`src/rtl/m00_axi_read_arbiter_rr_pkg.sv`:
```
// Shared types and helpers for the M00 read-path round-robin arbiter.
// Also intended for reuse by the write-side arbiter.
package m00_axi_read_arbiter_rr_pkg;

    typedef enum logic [0:0] {
        StIdle,
        StIssue
    } arb_state_t;

    // One extra bit so a full counter (== MAX_OUTST) is representable.
    function automatic int unsigned cnt_width(input int unsigned max_outst);
        return $clog2(max_outst) + 1;
    endfunction

endpackage

```
`src/rtl/m00_axi_read_arbiter_rr_if.sv`:
```
// Engine-side and slice-side AR/R signals of the shared M00 MID read path.
// The master modport is the arbiter's view; slave is the surrounding environment.
interface m00_axi_read_arbiter_rr_if #(
    parameter int unsigned NUM_REQ = 4,
    parameter int unsigned ADDR_W  = 64,
    parameter int unsigned DATA_W  = 512,
    parameter int unsigned ID_W    = 4
);
    logic [NUM_REQ-1:0]        req_arvalid;
    logic [NUM_REQ-1:0]        req_arready;
    logic [NUM_REQ*ADDR_W-1:0] req_araddr;
    logic [NUM_REQ*8-1:0]      req_arlen;
    logic [NUM_REQ-1:0]        req_rvalid;
    logic [NUM_REQ-1:0]        req_rready;
    logic [DATA_W-1:0]         req_rdata;
    logic                      req_rlast;

    logic                      m_arvalid;
    logic                      m_arready;
    logic [ADDR_W-1:0]         m_araddr;
    logic [7:0]                m_arlen;
    logic [ID_W-1:0]           m_arid;
    logic                      m_rvalid;
    logic                      m_rready;
    logic [DATA_W-1:0]         m_rdata;
    logic [ID_W-1:0]           m_rid;
    logic                      m_rlast;

    modport master (
        input  req_arvalid, req_araddr, req_arlen, req_rready,
        input  m_arready, m_rvalid, m_rdata, m_rid, m_rlast,
        output req_arready, req_rvalid, req_rdata, req_rlast,
        output m_arvalid, m_araddr, m_arlen, m_arid, m_rready
    );

    modport slave (
        output req_arvalid, req_araddr, req_arlen, req_rready,
        output m_arready, m_rvalid, m_rdata, m_rid, m_rlast,
        input  req_arready, req_rvalid, req_rdata, req_rlast,
        input  m_arvalid, m_araddr, m_arlen, m_arid, m_rready
    );

endinterface

```
`src/rtl/m00_axi_read_arbiter_rr_arbiter_onehot.sv`:
```
// Combinational round-robin picker: first eligible index at or after ptr, wrapping.
module m00_axi_read_arbiter_rr_arbiter_onehot #(
    parameter int unsigned NUM_REQ = 4
) (
    input  logic [NUM_REQ-1:0]         eligible,
    input  logic [$clog2(NUM_REQ)-1:0] ptr,
    output logic [NUM_REQ-1:0]         grant_oh,
    output logic [$clog2(NUM_REQ)-1:0] grant_idx,
    output logic                       grant_any
);
    localparam int unsigned IdxW = $clog2(NUM_REQ);

    logic [IdxW-1:0] idx;

    always_comb begin
        grant_oh  = '0;
        grant_idx = '0;
        grant_any = 1'b0;
        idx       = '0;
        for (int unsigned k = 0; k < NUM_REQ; k++) begin
            idx = IdxW'((32'(ptr) + k) % NUM_REQ);
            if (!grant_any && eligible[idx]) begin
                grant_any     = 1'b1;
                grant_oh[idx] = 1'b1;
                grant_idx     = idx;
            end
        end
    end

endmodule

```
`src/rtl/m00_axi_read_arbiter_rr.sv`:
```
// Round-robin arbiter sharing the M00 MID AR/R path between NUM_REQ engine requesters,
// with ARID stamping, RID-based R routing and a per-requester outstanding-burst cap.
module m00_axi_read_arbiter_rr
    import m00_axi_read_arbiter_rr_pkg::*;
#(
    parameter int unsigned NUM_REQ   = 4,
    parameter int unsigned ADDR_W    = 64,
    parameter int unsigned DATA_W    = 512,
    parameter int unsigned ID_W      = 4,
    parameter int unsigned MAX_OUTST = 8
) (
    input  logic                      ap_clk,
    input  logic                      areset_n,
    m00_axi_read_arbiter_rr_if.master bus,
    output logic                      err_bad_rid
);
    localparam int unsigned IdxW = $clog2(NUM_REQ);
    localparam int unsigned CntW = cnt_width(MAX_OUTST);

    arb_state_t        state_q;
    logic              ar_valid_q;
    logic [ADDR_W-1:0] ar_addr_q;
    logic [7:0]        ar_len_q;
    logic [IdxW-1:0]   gnt_q;
    logic [IdxW-1:0]   ptr_q;
    logic [CntW-1:0]   cnt_q [NUM_REQ];
    logic              err_q;

    logic [NUM_REQ-1:0] eligible;
    logic [NUM_REQ-1:0] grant_oh;
    logic [IdxW-1:0]    grant_idx;
    logic               grant_any;
    logic [ADDR_W-1:0]  sel_addr;
    logic [7:0]         sel_len;
    logic [NUM_REQ-1:0] inc;
    logic [NUM_REQ-1:0] dec;
    logic [NUM_REQ-1:0] r_valid;
    logic               r_ready;
    logic               rid_bad;
    logic               r_fire_last;
    logic [DATA_W-1:0]  r_data;

    always_comb begin
        for (int unsigned i = 0; i < NUM_REQ; i++) begin
            eligible[i] = bus.req_arvalid[i] && (cnt_q[i] < CntW'(MAX_OUTST));
        end
    end

    m00_axi_read_arbiter_rr_arbiter_onehot #(
        .NUM_REQ (NUM_REQ)
    ) u_arb (
        .eligible  (eligible),
        .ptr       (ptr_q),
        .grant_oh  (grant_oh),
        .grant_idx (grant_idx),
        .grant_any (grant_any)
    );

    always_comb begin
        sel_addr = '0;
        sel_len  = '0;
        for (int unsigned i = 0; i < NUM_REQ; i++) begin
            if (grant_oh[i]) begin
                sel_addr = sel_addr | bus.req_araddr[i*ADDR_W +: ADDR_W];
                sel_len  = sel_len | bus.req_arlen[i*8 +: 8];
            end
        end
    end

    assign bus.req_arready = (state_q == StIdle) ? grant_oh : '0;
    assign bus.m_arvalid   = ar_valid_q;
    assign bus.m_araddr    = ar_addr_q;
    assign bus.m_arlen     = ar_len_q;
    assign bus.m_arid      = ID_W'(gnt_q);

    // Out-of-range RIDs are sunk here so a stray beat can never stall the slice.
    assign rid_bad = 32'(bus.m_rid) >= NUM_REQ;

    always_comb begin
        r_valid = '0;
        r_ready = rid_bad;
        for (int unsigned i = 0; i < NUM_REQ; i++) begin
            if (!rid_bad && (32'(bus.m_rid) == i)) begin
                r_valid[i] = bus.m_rvalid;
                r_ready    = bus.req_rready[i];
            end
        end
    end

    assign r_data         = bus.m_rdata;
    assign bus.req_rvalid = r_valid;
    assign bus.m_rready   = r_ready;
    assign bus.req_rdata  = r_data;
    assign bus.req_rlast  = bus.m_rlast;
    assign r_fire_last    = bus.m_rvalid && r_ready && bus.m_rlast && !rid_bad;

    always_comb begin
        for (int unsigned i = 0; i < NUM_REQ; i++) begin
            inc[i] = (state_q == StIssue) && bus.m_arready && (gnt_q == IdxW'(i));
            dec[i] = r_fire_last && (32'(bus.m_rid) == i) && (cnt_q[i] != '0);
        end
    end

    always_ff @(posedge ap_clk or negedge areset_n) begin
        if (!areset_n) begin
            state_q    <= StIdle;
            ar_valid_q <= 1'b0;
            ar_addr_q  <= '0;
            ar_len_q   <= '0;
            gnt_q      <= '0;
            ptr_q      <= '0;
            err_q      <= 1'b0;
            for (int unsigned i = 0; i < NUM_REQ; i++) begin
                cnt_q[i] <= '0;
            end
        end else begin
            case (state_q)
                StIdle: begin
                    if (grant_any) begin
                        ar_valid_q <= 1'b1;
                        ar_addr_q  <= sel_addr;
                        ar_len_q   <= sel_len;
                        gnt_q      <= grant_idx;
                        state_q    <= StIssue;
                    end
                end
                StIssue: begin
                    if (bus.m_arready) begin
                        ar_valid_q <= 1'b0;
                        ptr_q      <= (gnt_q == IdxW'(NUM_REQ - 1)) ? '0 : gnt_q + 1'b1;
                        state_q    <= StIdle;
                    end
                end
                default: state_q <= StIdle;
            endcase

            for (int unsigned i = 0; i < NUM_REQ; i++) begin
                if (inc[i] && !dec[i]) begin
                    cnt_q[i] <= cnt_q[i] + 1'b1;
                end else if (dec[i] && !inc[i]) begin
                    cnt_q[i] <= cnt_q[i] - 1'b1;
                end
            end

            if (bus.m_rvalid && rid_bad) begin
                err_q <= 1'b1;
            end
        end
    end

    assign err_bad_rid = err_q;

endmodule

```
`src/flat_wrapper.sv`:
```
// flat-port wrapper written by rule: the top's interface ports become plain ports
module m00_axi_read_arbiter_rr_flat import m00_axi_read_arbiter_rr_pkg::*;
#(
    parameter int unsigned NUM_REQ   = 4,
    parameter int unsigned ADDR_W    = 64,
    parameter int unsigned DATA_W    = 512,
    parameter int unsigned ID_W      = 4,
    parameter int unsigned MAX_OUTST = 8
)
  (ap_clk, areset_n, err_bad_rid, bus_req_arvalid, bus_req_araddr, bus_req_arlen, bus_req_rready, bus_m_arready, bus_m_rvalid, bus_m_rdata, bus_m_rid, bus_m_rlast, bus_req_arready, bus_req_rvalid, bus_req_rdata, bus_req_rlast, bus_m_arvalid, bus_m_araddr, bus_m_arlen, bus_m_arid, bus_m_rready);
  m00_axi_read_arbiter_rr_if #(.NUM_REQ(NUM_REQ), .ADDR_W(ADDR_W), .DATA_W(DATA_W), .ID_W(ID_W)) bus_i ();
  input  logic ap_clk;
  input  logic areset_n;
  output logic err_bad_rid;
  input wire logic [$bits(bus_i.req_arvalid)-1:0] bus_req_arvalid;
  input wire logic [$bits(bus_i.req_araddr)-1:0] bus_req_araddr;
  input wire logic [$bits(bus_i.req_arlen)-1:0] bus_req_arlen;
  input wire logic [$bits(bus_i.req_rready)-1:0] bus_req_rready;
  input wire logic [$bits(bus_i.m_arready)-1:0] bus_m_arready;
  input wire logic [$bits(bus_i.m_rvalid)-1:0] bus_m_rvalid;
  input wire logic [$bits(bus_i.m_rdata)-1:0] bus_m_rdata;
  input wire logic [$bits(bus_i.m_rid)-1:0] bus_m_rid;
  input wire logic [$bits(bus_i.m_rlast)-1:0] bus_m_rlast;
  output wire logic [$bits(bus_i.req_arready)-1:0] bus_req_arready;
  output wire logic [$bits(bus_i.req_rvalid)-1:0] bus_req_rvalid;
  output wire logic [$bits(bus_i.req_rdata)-1:0] bus_req_rdata;
  output wire logic [$bits(bus_i.req_rlast)-1:0] bus_req_rlast;
  output wire logic [$bits(bus_i.m_arvalid)-1:0] bus_m_arvalid;
  output wire logic [$bits(bus_i.m_araddr)-1:0] bus_m_araddr;
  output wire logic [$bits(bus_i.m_arlen)-1:0] bus_m_arlen;
  output wire logic [$bits(bus_i.m_arid)-1:0] bus_m_arid;
  output wire logic [$bits(bus_i.m_rready)-1:0] bus_m_rready;
  assign bus_i.req_arvalid = bus_req_arvalid;
  assign bus_i.req_araddr = bus_req_araddr;
  assign bus_i.req_arlen = bus_req_arlen;
  assign bus_i.req_rready = bus_req_rready;
  assign bus_i.m_arready = bus_m_arready;
  assign bus_i.m_rvalid = bus_m_rvalid;
  assign bus_i.m_rdata = bus_m_rdata;
  assign bus_i.m_rid = bus_m_rid;
  assign bus_i.m_rlast = bus_m_rlast;
  assign bus_req_arready = bus_i.req_arready;
  assign bus_req_rvalid = bus_i.req_rvalid;
  assign bus_req_rdata = bus_i.req_rdata;
  assign bus_req_rlast = bus_i.req_rlast;
  assign bus_m_arvalid = bus_i.m_arvalid;
  assign bus_m_araddr = bus_i.m_araddr;
  assign bus_m_arlen = bus_i.m_arlen;
  assign bus_m_arid = bus_i.m_arid;
  assign bus_m_rready = bus_i.m_rready;
  m00_axi_read_arbiter_rr #(.NUM_REQ(NUM_REQ), .ADDR_W(ADDR_W), .DATA_W(DATA_W), .ID_W(ID_W), .MAX_OUTST(MAX_OUTST)) u_core (.ap_clk(ap_clk), .areset_n(areset_n), .bus(bus_i), .err_bad_rid(err_bad_rid));
endmodule
```
`config.mk`:
```
export PLATFORM = sky130hd
export DESIGN_NAME = m00_axi_read_arbiter_rr_flat
export DESIGN_NICKNAME = d
export VERILOG_FILES = /design/src/rtl/m00_axi_read_arbiter_rr_pkg.sv /design/src/rtl/m00_axi_read_arbiter_rr_if.sv /design/src/rtl/m00_axi_read_arbiter_rr_arbiter_onehot.sv /design/src/rtl/m00_axi_read_arbiter_rr.sv /design/src/flat_wrapper.sv
export SDC_FILE = /design/constraint.sdc
export NUM_CORES = 1
export LEC_CHECK = 0
export CAP_MARGIN = 10
export CORE_AREA = 2 2 559 561
export DETAILED_ROUTE_END_ITERATION = 6
export DIE_AREA = 0 0 561 563
export PLACE_DENSITY = 0.33
export SLEW_MARGIN = 30
export SYNTH_ARGS = -nofsm -noshare
export SYNTH_HDL_FRONTEND = slang
export SYNTH_SLANG_ARGS = --single-unit
```
`constraint.sdc`:
```
create_clock -name ap_clk -period 3.1 [get_ports ap_clk]
set_clock_uncertainty 0.05 [all_clocks]
set_input_delay 0.62 -clock ap_clk [delete_from_list [all_inputs] [get_ports ap_clk]]
set_output_delay 0.62 -clock ap_clk [all_outputs]
set_load 0.02 [all_outputs]
```
Word level (Yosys, flattened, before mapping)
Index checks and enable logic that the tools add are counted.
Widths: inputs -> output; s select.

word-level totals
  input bits = 817
  register bits = 95
  word-level logic and storage cells = 179

cells by class
  add/sub/neg operators = 12
  magnitude comparators = 13
  equal/unequal tests = 8
  bitwise gates (word level) = 10
  reduce and logical (&&, ||, !) cells = 65
  multiplexer cells = 60

operators with widths
  kind                 count
  $mux 64              4
  $or 64x64->64        3
  $mux 4               13
  $logic_and 1x1->1    40
  $mux 8               4
  $mux 1               24
  $or 8x8->8           3
  $add 4x1->4 const B  4
  $lt 4x4->1 const B   4
  $reduce_bool 4->1    4
  $sub 4x1->4 const B  4
  $logic_not 1->1      12
  $lt 2x3->1 const B   4
  $or 4x4->4           3
  $mux 2               5
  $bmux 1 s2           4
  $demux 1 s2          4
  $eq 4x2->1 const B   2
  $ge 2x1->1 const B   4
  $reduce_bool 2->1    4
  $reduce_and 2->1     3
  $add 2x1->2 const B  2
  $add 2x2->2 const B  2
  $eq 2x2->1 const B   2
  other kinds (9)      10

Longest topological paths before layout
Gate-level depths: netlist of the first run.

  depth in word-level cells = 21
  depth in mapped cells = 12
  depth with buffers taken out = 12

By module
Synthesis of the first run repeated with hierarchy kept, for this count alone.

second synthesis, totals
  cells, all modules = 1,140
  area, all modules = 10,521.3 um^2

by module, submodules not included
  module                                  instances  area each (um^2)  cells each
  m00_axi_read_arbiter_rr                 1          10,102.2          1,095
  m00_axi_read_arbiter_rr_arbiter_onehot  1          419.2             45

Least setup slack after synthesis of the first run
Ideal clock, no wire load.

  kind = reg2out
  start = register u_core.ptr_q[0]
  end = output port bus_req_arready[2]
  slack = -0.200 ns
  buffers on the path = 3
  cell stages (with the launch flop) = 11
  data arrival time = 2.630 ns
  required time = 2.430 ns
  cell sequence = dfrtp_1 -> buf_2 -> inv_1 -> ha_1 -> or3_1 -> nand3_1 -> and4_1 -> a221o_1 -> buf_6 -> buf_12 -> nor2b_1

on the way
  word-level cells in the longest chain between the ends = 13

RTL lines
  element                                                              RTL line                                      RTL
  start: declaration                                                   m00_axi_read_arbiter_rr.sv:25                 logic [IdxW-1:0] ptr_q;
  start signal: assignment                                             m00_axi_read_arbiter_rr.sv:130                ptr_q <= (gnt_q == IdxW'(NUM_REQ - 1)) ? '0 : gnt_q + 1'b1;
  parallel branches: the longest is 11 deep, another holds $lt 2x3->1  n/a
  $mux 4 *                                                             m00_axi_read_arbiter_rr_arbiter_onehot.sv:22  if (!grant_any && eligible[idx]) begin
  $mux 4 *                                                             m00_axi_read_arbiter_rr.sv:70                 assign bus.req_arready = (state_q == StIdle) ? grant_oh : '0;
  end: declaration                                                     flat_wrapper.sv:24                            output wire logic [$bits(bus_i.req_arready)-1:0] bus_req_arready;

Mark *: on every way between the ends. The select of a mux whose other input is x is not followed.

Final worst setup path of the first run
  start = input port bus_req_arvalid[1]
  end = output port bus_req_arready[0]

on the way
  word-level cells in the longest chain between the ends = 14

RTL lines
  element                       RTL line                                      RTL
  start: declaration            flat_wrapper.sv:15                            input wire logic [$bits(bus_i.req_arvalid)-1:0] bus_req_arvalid;
  $logic_and 1x1->1 *           m00_axi_read_arbiter_rr.sv:45                 eligible[i] = bus.req_arvalid[i] && (cnt_q[i] < CntW'(MAX_OUTST));
  $bmux 1 s2                    m00_axi_read_arbiter_rr_arbiter_onehot.sv:22
  $mux 1 (implied by the code)  m00_axi_read_arbiter_rr_arbiter_onehot.sv:22
  $mux 1                        m00_axi_read_arbiter_rr_arbiter_onehot.sv:22
  $logic_not 1->1               m00_axi_read_arbiter_rr_arbiter_onehot.sv:22
  $logic_and 1x1->1             m00_axi_read_arbiter_rr_arbiter_onehot.sv:22
  $mux 1                        m00_axi_read_arbiter_rr_arbiter_onehot.sv:22
  $logic_not 1->1               m00_axi_read_arbiter_rr_arbiter_onehot.sv:22
  $logic_and 1x1->1             m00_axi_read_arbiter_rr_arbiter_onehot.sv:22
  $mux 1                        m00_axi_read_arbiter_rr_arbiter_onehot.sv:22
  $logic_not 1->1               m00_axi_read_arbiter_rr_arbiter_onehot.sv:22
  $logic_and 1x1->1             m00_axi_read_arbiter_rr_arbiter_onehot.sv:22
  $mux 4 *                      m00_axi_read_arbiter_rr_arbiter_onehot.sv:22
  $mux 4 *                      m00_axi_read_arbiter_rr.sv:70

Every way passes the cells marked *; elsewhere a longest branch is shown, timed or not. The select of a mux whose other input is x is not followed.

==> results of run 1 <==
## cell type report
| cell class | count | area share |
|---|---|---|
| antenna | 13 | 0.00196 |
| clock buffer | 13 | 0.0196 |
| clock inverter | 4 | 0.00294 |
| inverter | 9 | 0.00219 |
| multi-input combinational | 440 | 0.218 |
| sequential | 95 | 0.143 |
| tap | 4140 | 0.312 |
| timing repair buffer | 481 | 0.300 |
## cells by family after synthesis
family / synth area share
mux: 0.0149
buf+inv: 0.427
other cells: 0.000372
fa+ha+maj: 0.0377
xor+xnor: 0.0139
compound gates: 0.209
simple gates: 0.0613
flops: 0.236
## critical path: cells and delay by family
| kind | cells | cell delay, ns |
|---|---|---|
| AND/OR/NAND/NOR | 2 | 0.29 |
| multiplexers | 1 | 0.53 |
| AO/OA/AOI/OAI | 2 | 0.60 |
| buffers and inverters | 2 | 0.56 |
## path summary, 6_finish.rpt
path / to / slack (ns) / cells after the start
worst max-delay path: bus_req_arready[0] / -0.18 / 7
worst min-delay path: u_core.err_bad_rid / 0.43 / 1
worst max register to register: u_core.bus.m_araddr[59] / 0 / 10
worst min register to register: u_core.err_bad_rid / 0.43 / 1
max in group asynchronous: u_core.bus.m_araddr[14] / 1.62 / 3
min in group asynchronous: u_core.bus.m_araddr[25] / 0.46 / 2
## flip-flops by register name, indices dropped and copies added (netlist names)
signal,count
u_core.bus.m_araddr,64
u_core.cnt_q,16
u_core.bus.m_arlen,8
u_core.gnt_q,2
u_core.ptr_q,2
u_core.bus.m_arvalid,1
u_core.err_bad_rid,1
u_core.state_q,1
## stage by stage
stage / cell area, um^2 / cells / worst slack, ns / utilization
6_report: 16600 / 5195 / -0.184 / 0.0535
5_1_grt: 16600 / 5189 / -0.279 / 0.0535
4_1_cts: 16400 / 5179 / -0.228 / 0.0530
3_5_place_dp: 15900 / 5151 / -0.700 / 0.0513
3_3_place_gp: 15900 / 5151 / -0.666 / 0.0513
2_1_floorplan: 10100 / 1109 / 0.00502 / -
## per-layer routing
layer	vias to the layer above	GRT usage
met1	3651	0.0488
met2	1279	0.171
met5	-	0.00723
li1	3190	-
met4	52	0.0448
met3	417	0.166
## timing repair
action | CTS | global route
pin swaps | 5 | 10
hold endpoints to repair | 26 | 0
setup buffers | 10 | 2
endpoints found under the setup margin | 8 | 17
hold buffers | 1 | 0
cloned | 0 | 1
gates resized for setup | 19 | 20
## report_power, final
group	internal [mW]	leakage (nW)	switching, mW
clock network	0.849	0.187	0.852
registers	1.89	1.09	0.473
logic	5.03	3.20	6.54
total	7.78	4.48	7.86
## cells in the final DEF (no fill, tap or decap), types with 4 or more instances in the layout
cell / count
clkdlybuf4s50_1: 374
dfrtp_1: 92
nor2_1: 86
a22oi_2: 84
a31oi_1: 72
buf_4: 66
a22oi_1: 60
buf_12: 30
ha_1: 23
clkbuf_16: 14
diode_2: 13
xnor2_1: 12
nand3_1: 10
nand2_1: 9
inv_1: 8
o21ai_0: 7
nor2b_4: 6
and3_1: 5
nand2b_1: 5
a21oi_1: 5
mux2_2: 5
mux4_2: 4
a221o_4: 4
a21o_1: 4
xor2_1: 4
fa_1: 4
==> metrics.csv, run 1 <==
metric,value,unit
status,"complete, but fails checks",
violations in the final reports,setup timing,
die height,563,um
cells along the critical path,clkdlybuf4s50_1 -> nor2b_4 -> mux4_2 -> a22o_1 -> a221o_4 -> nor2b_4 -> buf_12,
fmax,0.304,GHz
Routability Congestion,0.728,
metal2 WL,79600,um
cell count after synthesis,1108,
Register Area,2380,um^2
drt total wl,177000,um
top post-synthesis cells by count,"525 x buf_4, 95 x dfrtp_1, 87 x nor2_1",
leading area contributor after synthesis,buf_4,
worst rel slew slack,0.447,
worst hold path type,reg2reg,
fin crit share,1.06,
largest net degree at the start of global routing,64,
WP data arrival,2.61,ns
Die X,561,um
DR WL met3,58800,um
TritonRoute pass-1 iters,5,
DR WL/cell,34.0,um
CTS tree,built,
first-pass GRT wire length,194000,um
Clock Tree Root,clkbuf_16,
Setup TNS,-0.789,ns
"Seq/Total Area, Yosys",0.236,
residual DRC count,0,
syn avg cell area,9.10,um^2
most numerous cell in the Yosys netlist,buf_4,
core box area,310000,um^2
clock slew at reported path FFs,0.09,ns
Die Area,316000,um^2
CP most frequent cell,nor2b_4,
footprint of the multi-input gates,3610,um^2
Yosys reg bits,95,
hold path startpoint,u_core.err_bad_rid,
PD cells,942,nW/um^2
Synth Cell Area,10100,um^2
worst vdd ir,512,uV
initial core utilization,0.0325,
fin worst setup slack,-0.184,ns
Slew @ Worst Pin,0.821,ns
I/O Buffers,390,
H-tree depth,3,
Worst EP required,2.43,ns
Synth area leaders,"buf_4 39%, dfrtp_1 24%, a22oi_2 8.6%",
CTS Sinks,95,
CTS buffer count,13,
FF-to-FF Start,u_core.cnt_q[7],
hpwl dp,162000,um
CP max FO,6,
crit path capture type,output port,
M1 WL,29200,um
overall routing resource usage,0.106,
DR vias/cell,1.65,
CP startpoint,bus_req_arvalid[1],
row count,205,
fin nets,1885,
Overflow after GRT,0,
Leak,4.48,nW
Setup crit start kind,primary input,
Unique masters post-synth,44,
layout cells sized above 1,0.226,
P&R area growth vs syn,64.7,%
initial drt markers,459,
Async SR Flop Fraction,1.00,
Final Setup Violations,9,
RSZ-0062 raised after global routing,true,
vias,8589,
tightest hold margin,0.431,ns
number of hold violations in the final report,0,
Syn. warnings,0,
Yosys top cell area share,0.391,
top layer in use,met5,
initial antenna violation count,102,
Slowest cell on crit path,mux4_2,
vias in the first global route,8414,
antenna-violating nets left,0,
worst skew pair latency,0.53,ns
Tmin final,3.28,ns
max cap viols,0,
Top Ports,1417,
CP max stage delay,0.53,ns
Post-synth EDFFs,0,
Most used DFF post-synth,dfrtp_1,
Design Power,15.6,mW
CTS max path bufs,3,
WS Path Type,in2out,
Fillers,36600,
max-slew violations,0,
(Power assumes the default switching activity.)
==> run 2, diff against run 1 <==
--- a/config.mk
+++ b/config.mk
@@ -5,8 +5,9 @@
 export SDC_FILE = /design/constraint.sdc
 export NUM_CORES = 1
 export LEC_CHECK = 0
-export CAP_MARGIN = 10
+export CAP_MARGIN = 20
 export CORE_AREA = 2 2 559 561
+export CTS_BUF_LIST = sky130_fd_sc_hd__clkbuf_4 sky130_fd_sc_hd__clkbuf_8 sky130_fd_sc_hd__clkbuf_16
 export DETAILED_ROUTE_END_ITERATION = 6
 export DIE_AREA = 0 0 561 563
 export PLACE_DENSITY = 0.33
==> results of run 2 <==
Final layout, timing and power as in run 1 (identical DEF).
==> run 3, diff against run 2 <==
--- a/config.mk
+++ b/config.mk
@@ -6,11 +6,13 @@
 export NUM_CORES = 1
 export LEC_CHECK = 0
 export CAP_MARGIN = 20
-export CORE_AREA = 2 2 559 561
+export CELL_PAD_IN_SITES_DETAIL_PLACEMENT = 1
+export CELL_PAD_IN_SITES_GLOBAL_PLACEMENT = 1
+export CORE_AREA = 2 2 549 551
 export CTS_BUF_LIST = sky130_fd_sc_hd__clkbuf_4 sky130_fd_sc_hd__clkbuf_8 sky130_fd_sc_hd__clkbuf_16
 export DETAILED_ROUTE_END_ITERATION = 6
-export DIE_AREA = 0 0 561 563
-export PLACE_DENSITY = 0.33
+export DIE_AREA = 0 0 551 553
+export PLACE_DENSITY = 0.4
 export SLEW_MARGIN = 30
 export SYNTH_ARGS = -nofsm -noshare
 export SYNTH_HDL_FRONTEND = slang
==> metrics.csv, run 3 (synthesized netlist as in run 1, its figures left out) <==
metric,value,unit,change
status,"complete, but fails checks",,
violations in the final reports,setup timing,,
fin worst setup slack,-0.307,ns,-0.123 ns
row count,201,,-2.0%
CTS tree,built,,
CTS buffer count,13,,unchanged
sequential power share,0.153,,+0.002
fmax,0.294,GHz,-3.6%
RSZ-0062 raised after global routing,true,,
worst skew pair latency,0.51,ns,-0.02 ns
crit path capture type,output port,,
first-pass GRT wire length,178000,um,-8.2%
Leak,4.52,nW,+0.84%
Overflow after GRT,0,,unchanged
CTS Sinks,95,,unchanged
sw frac,0.499,,-0.00406
vias,8382,,-2.4%
antenna-violating nets left,0,,unchanged
drt total wl,162000,um,-8.3%
largest net degree at the start of global routing,53,,-17%
residual DRC count,0,,unchanged
clock slew at reported path FFs,0.07,ns,-0.02 ns
initial antenna violation count,72,,-29%
worst rel slew slack,0.576,,+0.129
fin nets,1884,,-0.053%
CTS max path bufs,3,,unchanged
Fillers,35500,,-3.1%
Clock Tree Root,clkbuf_16,,
total internal power,7.79,mW,about the same
"commonest non-fill, non-tap cell in the layout",clkdlybuf4s50_1,,
Final Util,0.0550,,+0.00154
max-slew violations,0,,unchanged
core box area,299000,um^2,-3.7%
Finished Layout Cells,5014,,-3.5%
initial core utilization,0.0338,,+0.00126
I/O Buffers,390,,unchanged
most frequent cells in the layout,"371 x clkdlybuf4s50_1, 97 x a22oi_2, 92 x dfrtp_1",,
Top Ports,1417,,unchanged
Clock Power Share,0.105,,-0.004
DR WL/cell,32.3,um,-5.0%
fin crit share,1.10,,+0.0396
max cap viols,0,,unchanged
number of hold violations in the final report,0,,unchanged
initial drt markers,334,,-27%
Slew @ Worst Pin,0.633,ns,-0.187 ns
layout cells sized above 1,0.241,,+0.0146
CP max FO,4,,-2
Routability Congestion,0.750,,+3.0%
Setup TNS,-3.21,ns,-2.42 ns
hpwl dp,148000,um,-8.4%
WP data arrival,2.74,ns,+0.13 ns
Tmin final,3.41,ns,+0.123 ns
Final Setup Violations,32,,+23
TritonRoute pass-1 iters,4,,-1
Die Area,305000,um^2,-3.5%
combinational group share of total power,0.742,,+0.002
worst vdd ir,351,uV,-31%
P&R area growth vs syn,63.1,%,
tightest hold margin,0.433,ns,+0.00169 ns
H-tree depth,3,,unchanged
die height,553,um,-1.8%
DR vias/cell,1.67,,+1.1%
placed insts,4961,,-3.7%
Worst EP required,2.43,ns,about the same
overall routing resource usage,0.101,,-0.00579
NetSw,7.74,mW,-1.5%
WS Path Type,in2out,,
worst hold path type,reg2reg,,
max reg flops,64,,unchanged
PD cells,944,nW/um^2,+0.24%
vias in the first global route,8731,,+3.8%
Die X,551,um,-1.8%
Setup crit start kind,primary input,,
## run 3: critical path, cell delays in order
cell             delay, ns
clkdlybuf4s50_1       0.50
nand2b_1              0.09
mux4_2                0.52
and3b_4               0.25
a221o_4               0.46
nor2b_4               0.16
buf_12                0.14
## run 3: worst paths after layout
check,from,to,slack (ns),cells past startpoint
max,bus_req_arvalid[1],bus_req_arready[1],-0.31,7
min,u_core.err_bad_rid,u_core.err_bad_rid,0.43,1
max reg2reg,u_core.cnt_q[11],u_core.bus.m_araddr[41],-0.08,11
min reg2reg,u_core.err_bad_rid,u_core.err_bad_rid,0.43,1
max in group asynchronous,areset_n,u_core.cnt_q[15],1.64,3
min in group asynchronous,areset_n,u_core.bus.m_araddr[24],0.48,2
## run 3: through the flow
| step | power [mW] | setup WS [ns] | cell area [um^2] |
|---|---|---|---|
| floorplan | 9.02 | 0.00502 | 10100 |
| finish | 15.5 | -0.307 | 16400 |
| CTS | 15.2 | -0.367 | 16000 |
| global placement | 13.0 | -0.588 | 15600 |
| global route | 16.8 | -0.390 | 16400 |
| detailed placement | 13.1 | -0.686 | 15600 |
## run 3: cell type report
type	instances	area, um^2	area share
Sequential cell	95	2380	0.145
Timing Repair Buffer	480	4980	0.303
Clock inverter	1	30.0	0.00183
Inverter	9	33.8	0.00205
Multi-Input combinational cell	440	3680	0.224
Tap cell	3958	4950	0.301
Antenna cell	15	37.5	0.00228
Clock buffer	16	348	0.0212
## run 3: timing repair
item / CTS / global route
endpoints found under the hold margin: 4 / 0
resized for setup: 11 / 46
cloned: 0 / 5
pin swaps: 4 / 11
setup endpoints to repair: 7 / 26
hold buffers: 1 / 0
buffers inserted: 5 / 10
## run 3: power groups by stage
stage | Sequential, mW | Clock, mW | Combinational [mW]
CTS | 2.39 | 1.81 | 11.0
detailed placement | 2.40 | 0 | 10.7
floorplan | 2.91 | 0 | 6.11
global placement | 2.39 | 0 | 10.7
global route | 2.47 | 1.82 | 12.5
finish | 2.38 | 1.63 | 11.5
## run 3: metal layers
metal / part of all wire / vias up / GRT usage
met4: 0.039 / 24 / 0.0365
met1: 0.18 / 3727 / 0.0491
li1: - / 3197 / -
met5: 0.00094 / - / 0.000317
met2: 0.43 / 1107 / 0.153
met3: 0.35 / 327 / 0.168
